--- config.mk ---
export PLATFORM = sky130hd
export DESIGN_NAME = key_cmd_decoder
export DESIGN_NICKNAME = d
export VERILOG_FILES = /design/src/rtl/key_cmd_pkg.sv /design/src/rtl/key_code_match.sv /design/src/rtl/key_cmd_decoder.sv
export SDC_FILE = /design/constraint.sdc
export NUM_CORES = 1
export LEC_CHECK = 0
export CAP_MARGIN = 20
export CORE_ASPECT_RATIO = 0.7
export CORE_UTILIZATION = 54
export CTS_BUF_LIST = sky130_fd_sc_hd__clkbuf_8
export CTS_CLUSTER_DIAMETER = 50
export DETAILED_ROUTE_END_ITERATION = 10
export PLACE_DENSITY = 0.95
export SLEW_MARGIN = 0
export SYNTH_ARGS = -nofsm -noshare
export SYNTH_HDL_FRONTEND = slang
export SYNTH_HIERARCHICAL = 1
export SYNTH_SLANG_ARGS = --single-unit
--- constraint.sdc ---
create_clock -name clk -period 2.9 [get_ports clk]
set_clock_uncertainty 0.05 [all_clocks]
set_input_delay 0.58 -clock clk [delete_from_list [all_inputs] [get_ports clk]]
set_output_delay 0.58 -clock clk [all_outputs]
set_load 0.005 [all_outputs]
--- src/rtl/key_cmd_pkg.sv ---
// Shared definitions for the keyboard command decoder: FSM encodings, PS/2 prefix
// codes and the default scan-code tables.
package key_cmd_pkg;

    typedef enum logic [1:0] {
        ST_IDLE = 2'b00,
        ST_HOLD = 2'b01
    } kc_state_e;

    localparam logic [7:0] KC_BREAK = 8'hF0;
    localparam logic [7:0] KC_EXT   = 8'hE0;

    localparam logic [7:0] KC_F1    = 8'h05;
    localparam logic [7:0] KC_F2    = 8'h06;
    localparam logic [7:0] KC_F3    = 8'h04;
    localparam logic [7:0] KC_F4    = 8'h0C;
    localparam logic [7:0] KC_F5    = 8'h03;
    localparam logic [7:0] KC_F12   = 8'h07;
    localparam logic [7:0] KC_UP    = 8'h75;
    localparam logic [7:0] KC_DOWN  = 8'h72;
    localparam logic [7:0] KC_LEFT  = 8'h6B;
    localparam logic [7:0] KC_RIGHT = 8'h74;

    // Byte i of each table is the code for flag/strobe i.
    localparam logic [39:0] DEF_TOGGLE_CODES = {KC_F12, KC_F4, KC_F3, KC_F2, KC_F1};
    localparam logic [39:0] DEF_PULSE_CODES  = {KC_RIGHT, KC_LEFT, KC_DOWN, KC_UP, KC_F5};

endpackage

--- src/rtl/key_code_match.sv ---
// Combinational scan-code comparator array: one match bit per table entry plus an
// any-match summary.
module key_code_match #(
    parameter int               N     = 5,
    parameter logic [8*N-1:0]   CODES = '0
) (
    input  logic [7:0]   code,
    output logic [N-1:0] match,
    output logic         any_match
);

    always_comb begin
        match = '0;
        for (int i = 0; i < N; i++) begin
            match[i] = (CODES[8*i +: 8] == code);
        end
    end

    assign any_match = |match;

endmodule

--- src/rtl/key_cmd_decoder.sv ---
// Decodes PicoBlaze scan-code writes into latched mode flags and one-cycle command
// strobes, with break-code suppression, E0 transparency and a post-write holdoff.
//
//  state   | meaning
//  --------+---------------------------------------------------------------
//  ST_IDLE | waiting for a write to PORT_ADDR
//  ST_HOLD | holdoff after an accepted write; all writes ignored until the
//          | counter reads zero
module key_cmd_decoder
    import key_cmd_pkg::*;
#(
    parameter logic [7:0]            PORT_ADDR    = 8'h0A,
    parameter int                    N_TOGGLE     = 5,
    parameter int                    N_PULSE      = 5,
    parameter logic [8*N_TOGGLE-1:0] TOGGLE_CODES = DEF_TOGGLE_CODES,
    parameter logic [8*N_PULSE-1:0]  PULSE_CODES  = DEF_PULSE_CODES,
    parameter int                    HOLDOFF      = 2
) (
    input  logic                clk,
    input  logic                reset,
    input  logic                wrt_strobe,
    input  logic [7:0]          port_ID,
    input  logic [7:0]          tecla,
    output logic [N_TOGGLE-1:0] toggle_q,
    output logic [N_PULSE-1:0]  pulse_q,
    output logic [7:0]          code_q,
    output logic                code_stb,
    output logic                unknown_stb
);

    localparam bit         HAS_HOLD  = (HOLDOFF != 0);
    localparam logic [7:0] HOLD_LOAD = HAS_HOLD ? 8'(HOLDOFF - 1) : 8'd0;

    kc_state_e state, state_nxt;
    logic [7:0] hold_cnt, hold_cnt_d;
    logic       brk_pend, brk_pend_d;

    logic [N_TOGGLE-1:0] tog_match, toggle_d;
    logic [N_PULSE-1:0]  pul_match, pulse_d;
    logic                tog_any, pul_any;
    logic [7:0]          code_d;
    logic                code_stb_d, unknown_stb_d;
    logic                accept;

    key_code_match #(.N(N_TOGGLE), .CODES(TOGGLE_CODES)) u_toggle_match (
        .code      (tecla),
        .match     (tog_match),
        .any_match (tog_any)
    );

    key_code_match #(.N(N_PULSE), .CODES(PULSE_CODES)) u_pulse_match (
        .code      (tecla),
        .match     (pul_match),
        .any_match (pul_any)
    );

    assign accept = wrt_strobe && (port_ID == PORT_ADDR) && (state == ST_IDLE);

    always_ff @(posedge clk or negedge reset) begin
        if (!reset) begin
            state <= ST_IDLE;
        end else begin
            state <= state_nxt;
        end
    end

    always_comb begin
        state_nxt = state;
        case (state)
            ST_IDLE: if (accept && HAS_HOLD) state_nxt = ST_HOLD;
            ST_HOLD: if (hold_cnt == 8'd0) state_nxt = ST_IDLE;
            default: state_nxt = ST_IDLE;
        endcase
    end

    always_comb begin
        toggle_d      = toggle_q;
        pulse_d       = '0;
        code_d        = code_q;
        code_stb_d    = 1'b0;
        unknown_stb_d = 1'b0;
        brk_pend_d    = brk_pend;
        hold_cnt_d    = hold_cnt;

        if (state == ST_HOLD && hold_cnt != 8'd0) begin
            hold_cnt_d = hold_cnt - 8'd1;
        end

        if (accept) begin
            hold_cnt_d = HOLD_LOAD;
            if (tecla == KC_EXT) begin
                // extended prefix is transparent: the following byte decodes normally
            end else if (tecla == KC_BREAK) begin
                brk_pend_d = 1'b1;
            end else if (brk_pend) begin
                brk_pend_d = 1'b0;
            end else begin
                toggle_d      = toggle_q ^ tog_match;
                pulse_d       = tog_any ? '0 : pul_match;
                code_d        = tecla;
                code_stb_d    = 1'b1;
                unknown_stb_d = !tog_any && !pul_any;
            end
        end
    end

    always_ff @(posedge clk or negedge reset) begin
        if (!reset) begin
            hold_cnt    <= 8'd0;
            brk_pend    <= 1'b0;
            toggle_q    <= '0;
            pulse_q     <= '0;
            code_q      <= 8'd0;
            code_stb    <= 1'b0;
            unknown_stb <= 1'b0;
        end else begin
            hold_cnt    <= hold_cnt_d;
            brk_pend    <= brk_pend_d;
            toggle_q    <= toggle_d;
            pulse_q     <= pulse_d;
            code_q      <= code_d;
            code_stb    <= code_stb_d;
            unknown_stb <= unknown_stb_d;
        end
    end

endmodule

==> results.ini, run 1 <==
[sta]
slew_violations = 0
timing.final.ws_setup_ps = 597.6
period_share_pct = 79.39
fin_setup_tns_ps = 0
min_period_ps = 2302
maxSlewHeadroom_pct = 73.57
grt_setup_unrepaired = no
hold_ws_ps = 430.7
fmaxAchievable_mhz = 434.3
tightest_slew_ps = 394.8
setup_viol = 0
hold_viol_final = 0

[drt]
ant_nets = 0
dr.pass1.iters = 4
vias = 1224
drtIter0Drc = 48
wl_per_cell_um = 15.48
drc_errors = 0
wirelength_mm = 3.329
routed_via_density = 5.693

[clock_network]
clk_latency_ps = 270
ctsHoldBuffers = 0
clk_transition_reported_paths_ps = 60
cts.repair.resized = 0
post_cts_buffers = 0
htree_levels = 2
cts-root-buf = clkbuf_8
cts_buffer_depth = 2
clock-sinks = 30
cts_tree = built
numCtsBuffers = 5

[setup_path]
r2r_start = state[0]
crit_path_end_kind = flip-flop
reg2reg_depth = 4
critPathArrivalTime_ps = 2400
r2r-end = pulse_q[0]
worstPathRequired_ps = 3000
start_kind = primary input
critical_path_class = primary input to flip-flop
worstPathMaxFanout = 11
reg2reg_slack_ps = 1130

[power_and_ir_drop]
p_leak_uw = 0.0008747
powerDensity_nw_per_um2 = 410.5
pwr-share-seq_pct = 51.8
switchingPower_uw = 199.4
power_frac_comb_pct = 9.4
p_int_uw = 655.8
fin_total_pwr_uw = 855.2
clock_power_share_pct = 38.8
swShare_pct = 23.31
ir_drop_mv = 0.3798

[layout]
syn2layout_area_growth_pct = 33.84
drive_gt1_share_pct = 14.36
final_cell_count_no_fill = 215
finalNetCount = 201
antenna_cells = 0

[synth]
synth_top_area_share_pct = 48.23
synth_warnings = 6
synthFlopType = dfrtp_1
yosys.area.top_type = dfrtp_1
async_flop_share_pct = 100.0
synth_most_common_cell = dfrtp_1
synthCells = 134
synthTopCellsByCount = dfrtp_1, nor2_1, mux2_1, xnor2_1, a21oi_1
synth_edf_count = 0
ys_ff_latch = 30
synth.avg_cell_area_um2 = 11.62
synth.area.top_cells = dfrtp_1, mux2_1, xnor2_1
synth_cell_types = 41
yosysSeqAreaShare_pct = 48.23
netlist_area_um2 = 1556
synthesis.nets = 155

[global_routing]
grt_pass1_vias = 1127
grt.overflow.total = 0
grt_antenna_before_repair = 0
grt_max_degree = 31
grt_pass1_wl_mm = 5.237
grt_usage_pct = 23.90

[place]
portBuffers = 38
dp_cells = 207
place_ws_ps = 323.0
hpwl_mm = 2.501
gp_congestion = 0.8345

[floorplanning]
die_x_um = 66.17
core-area_um2 = 2590
dieArea_um2 = 3105
dieHeight_um = 46.92
boundaryPins = 39
start_util_pct = 60.10
rows = 15

[hold_path]
min_to = toggle_q[1]
whs_path_depth = 1
min-delay-start = toggle_q[1]
hold_path_class = flip-flop to flip-flop

[outcome]
status = completed

[job]
maxCapViolations = 0

-- sequential cells by signal, summed over array words and instances (netlist names) --
| name | count |
|---|---|
| brk_pend | 1 |
| code_stb | 1 |
| pulse_q | 5 |
| toggle_q | 5 |
| unknown_stb | 1 |
| code_q | 8 |
| hold_cnt | 8 |
| state | 1 |
-- worst max-delay path: stages --
cell and delay (ps):
clkdlybuf4s50_1 570, nor3b_1 250, nand4_1 310, nand3b_2 320, mux2_1 360
-- per-layer routing --
layer	global-route usage (%)	vias to the layer above	part of all wire (%)
met2	37.55	47	46
li1	-	584	-
met3	6.311	4	5.6
met4	9.362	0	1.4
met1	32.45	589	47
met5	0	-	0
-- layout by cell type, fill, tap and decap left out, drive strengths merged, types with 3 or more instances in the layout --
master / netlist / routed
a21oi: 6 / 6
nand4b: 5 / 5
mux2: 8 / 8
dfrtp: 30 / 30
nor4b: 4 / 4
clkdlybuf4s50: 0 / 38
clkbuf: 0 / 6
nor3b: 8 / 8
buf: 2 / 3
and3: 3 / 3
nand4: 4 / 4
and4: 3 / 3
nand2: 5 / 5
nor2: 16 / 16
xnor2: 8 / 8
inv: 3 / 4
-- stage by stage --
stage	utilization, %	area [µm²]
6_report	80.43	2083
5_1_grt	80.43	2083
4_1_cts	80.43	2083
3_5_place_dp	76.91	1992
3_3_place_gp	76.91	1992
2_1_floorplan	-	1556
-- kinds of logic after synthesis --
kind of cell | Yosys count | share of synthesized area (%)
fa+ha+maj | 2 | 1.607
xor+xnor | 9 | 5.065
mux | 8 | 5.788
flops | 30 | 48.23
simple gates | 67 | 32.96
buf+inv | 5 | 1.367
compound gates | 13 | 4.984
-- area by class of cell --
type	instances	area, µm²
clock buffer	6	82.58
timing repair buffer	41	402.9
sequential	30	750.7
clock inverter	2	8.758
fill	150	506.7
multi-input combinational	99	784.5
tap	34	42.54
inverter	3	11.26
-- worst max path at each step --
stage | startpoint | endpoint
CTS | tecla[5] | code_q[5]
global placement | tecla[1] | code_q[1]
detailed placement | tecla[1] | code_q[5]
floorplan | port_ID[2] | code_q[0]
global route | tecla[5] | code_q[5]
finish | tecla[1] | code_q[5]
-- power groups by stage --
stage               logic, µW  clock network, µW  registers, µW
finish                   80.2                332            443
global route             88.5                354            444
CTS                      79.8                341            443
detailed placement       79.1                  0            451
global placement         74.4                  0            449
floorplan                27.0                  0            448
No activity file was read; power rests on OpenSTA's default activity.
==> inputs of run 2 (changes only) <==
--- a/config.mk
+++ b/config.mk
@@ -7,11 +7,11 @@
 export LEC_CHECK = 0
 export CAP_MARGIN = 20
 export CORE_ASPECT_RATIO = 0.7
-export CORE_UTILIZATION = 54
+export CORE_UTILIZATION = 46
 export CTS_BUF_LIST = sky130_fd_sc_hd__clkbuf_8
 export CTS_CLUSTER_DIAMETER = 50
 export DETAILED_ROUTE_END_ITERATION = 10
-export PLACE_DENSITY = 0.95
+export PLACE_DENSITY = 0.87
 export SLEW_MARGIN = 0
 export SYNTH_ARGS = -nofsm -noshare
 export SYNTH_HDL_FRONTEND = slang
==> constraint.sdc (replaced) <==
create_clock -name clk -period 2 [get_ports clk]
set_clock_uncertainty 0.05 [all_clocks]
set_input_delay 0.4 -clock clk [delete_from_list [all_inputs] [get_ports clk]]
set_output_delay 0.4 -clock clk [all_outputs]
set_load 0.005 [all_outputs]
==> results.ini, run 2 (synthesis results as in run 1) <==
[sta]
fin_setup_tns_ps = 0  ; unchanged
tightest_slew_ps = 439.3  ; +44.52 ps
fmaxAchievable_mhz = 524.2
hold_viol_final = 0  ; unchanged
slew_violations = 0  ; unchanged
grt_setup_unrepaired = no
setup_viol = 0  ; unchanged
maxSlewHeadroom_pct = 70.30  ; -3.3 points
period_share_pct = 95.38
min_period_ps = 1908

[drt]
wirelength_mm = 3.431  ; +3.1%
routed_via_density = 5.427  ; -4.7%
ant_nets = 0  ; unchanged
dr.pass1.iters = 6  ; +2
vias = 1232  ; +0.65%
drtIter0Drc = 46  ; -4.2%
drc_errors = 0  ; unchanged
wl_per_cell_um = 15.11  ; -2.4%

[clock_network]
cts.repair.resized = 0  ; unchanged
clock-sinks = 30  ; unchanged
cts-root-buf = clkbuf_8
numCtsBuffers = 5  ; unchanged
clk_latency_ps = 280  ; about the same
clk_transition_reported_paths_ps = 70  ; about the same
ctsHoldBuffers = 0  ; unchanged
htree_levels = 2  ; unchanged
cts_tree = built
cts_buffer_depth = 2  ; unchanged
post_cts_buffers = 0  ; unchanged

[floorplanning]
boundaryPins = 39  ; unchanged
dieHeight_um = 50.67  ; +8.0%
start_util_pct = 48.78  ; -11 points
rows = 17  ; +2
core-area_um2 = 3191  ; +23%
dieArea_um2 = 3624  ; +17%
die_x_um = 71.53  ; +8.1%

[global_routing]
grt.overflow.total = 0  ; unchanged
grt_usage_pct = 21.57  ; -2.3 points
grt_max_degree = 31  ; unchanged
grt_antenna_before_repair = 0  ; unchanged
grt_pass1_vias = 1195  ; +6.0%
grt_pass1_wl_mm = 5.796  ; +11%

[layout]
multiInputGateArea_um2 = 784.5  ; unchanged
register_area_um2 = 750.7  ; unchanged
drive_gt1_share_pct = 17.99  ; +3.6 points
antenna_cells = 0  ; unchanged
syn2layout_area_growth_pct = 38.02
final_common_cell = clkdlybuf4s50_1
fillers = 235  ; +57%
final_cell_mix = clkdlybuf4s50_1, dfrtp_1, nor2_1
final_cell_count_no_fill = 227  ; +5.6%
reg_top3 = code_q: 8 flops, hold_cnt: 8 flops
finalNetCount = 209  ; +4.0%

[setup_path]
reg2reg_slack_ps = 240  ; -890 ps
worstPathMaxFanout = 7  ; -4
critical_path_class = primary input to flip-flop
worstPathRequired_ps = 2160  ; -840 ps
reg2reg_depth = 6  ; +2
r2r_start = hold_cnt[0]
start_kind = primary input
r2r-end = hold_cnt[7]
crit_path_end_kind = flip-flop
critPathArrivalTime_ps = 2060  ; -340 ps

[place]
hpwl_mm = 2.537  ; +1.5%
gp_congestion = 0.8625  ; +3.4%
dp_cells = 219  ; +5.8%
portBuffers = 38  ; unchanged

[power_and_ir_drop]
ir_drop_mv = 0.3628  ; -4.5%
p_leak_uw = 0.0009125  ; +4.3%
powerDensity_nw_per_um2 = 589.1  ; +43%
clock_power_share_pct = 39.3  ; +0.5 points
pwr-share-seq_pct = 50.7  ; -1.1 points
swShare_pct = 24.16  ; +0.84 points
power_frac_comb_pct = 10.0  ; +0.6 points
switchingPower_uw = 305.7  ; +53%
p_int_uw = 959.8  ; +46%

[hold_path]
whs_path_depth = 1  ; unchanged
min_to = toggle_q[2]
hold_path_class = flip-flop to flip-flop
min-delay-start = toggle_q[2]

[job]
maxCapViolations = 0  ; unchanged

[outcome]
status = completed

## run 2: layout make-up
class / count / area share [%]
clock buffers: 6 / 3.844
clock inverters: 2 / 0.4077
inverters: 3 / 0.5242
multi-input cells: 99 / 36.52
flip-flops and latches: 30 / 34.94
well taps: 38 / 2.213
repair buffers: 49 / 21.55
## run 2: routing by layer
layer,routed length (µm),part of all wire (%),track usage (%),vias up
met1,1629,47,28.75,594
li1,-,-,-,598
met2,1659,48,33.49,36
met4,18,0.52,8.824,0
met5,0,0,0,-
met3,123,3.6,5.823,4
## run 2: critical path, stage by stage
cell and delay (ps):
clkdlybuf4s50_1 400, and4bb_1 320, nand4_1 160, or3b_1 550, nor3b_2 240
## run 2: worst max-delay path by stage
stage / start / end / cells after the start
floorplan: port_ID[2] / code_q[0] / 4
global placement: port_ID[2] / pulse_q[2] / 5
detailed placement: port_ID[2] / pulse_q[2] / 5
CTS: port_ID[2] / pulse_q[2] / 5
global route: port_ID[2] / pulse_q[2] / 5
finish: port_ID[2] / pulse_q[2] / 5
## run 2: metrics by stage
step / hold WS [ps] / total power (µW) / worst slack, ps / utilization [%] / area, µm²
4_1_cts: 426.2 / 1280 / 78.20 / 67.33 / 2148
6_report: 416.7 / 1266 / 92.33 / 67.33 / 2148
3_5_place_dp: 414.0 / 778.3 / -231.7 / 64.47 / 2057
3_3_place_gp: 409.5 / 771.3 / -107.0 / 64.47 / 2057
2_1_floorplan: 54.41 / 688.2 / 388.7 / - / 1556
5_1_grt: 439.6 / 1323 / 10.37 / 67.33 / 2148
## run 2: power by group through the flow
stage	logic [µW]	clock network [µW]	registers, µW
final	127	497	642
after global placement	120	0	652
after detailed placement	125	0	653
after global routing	139	540	645
after CTS	126	512	642
after floorplan	39.1	0	649
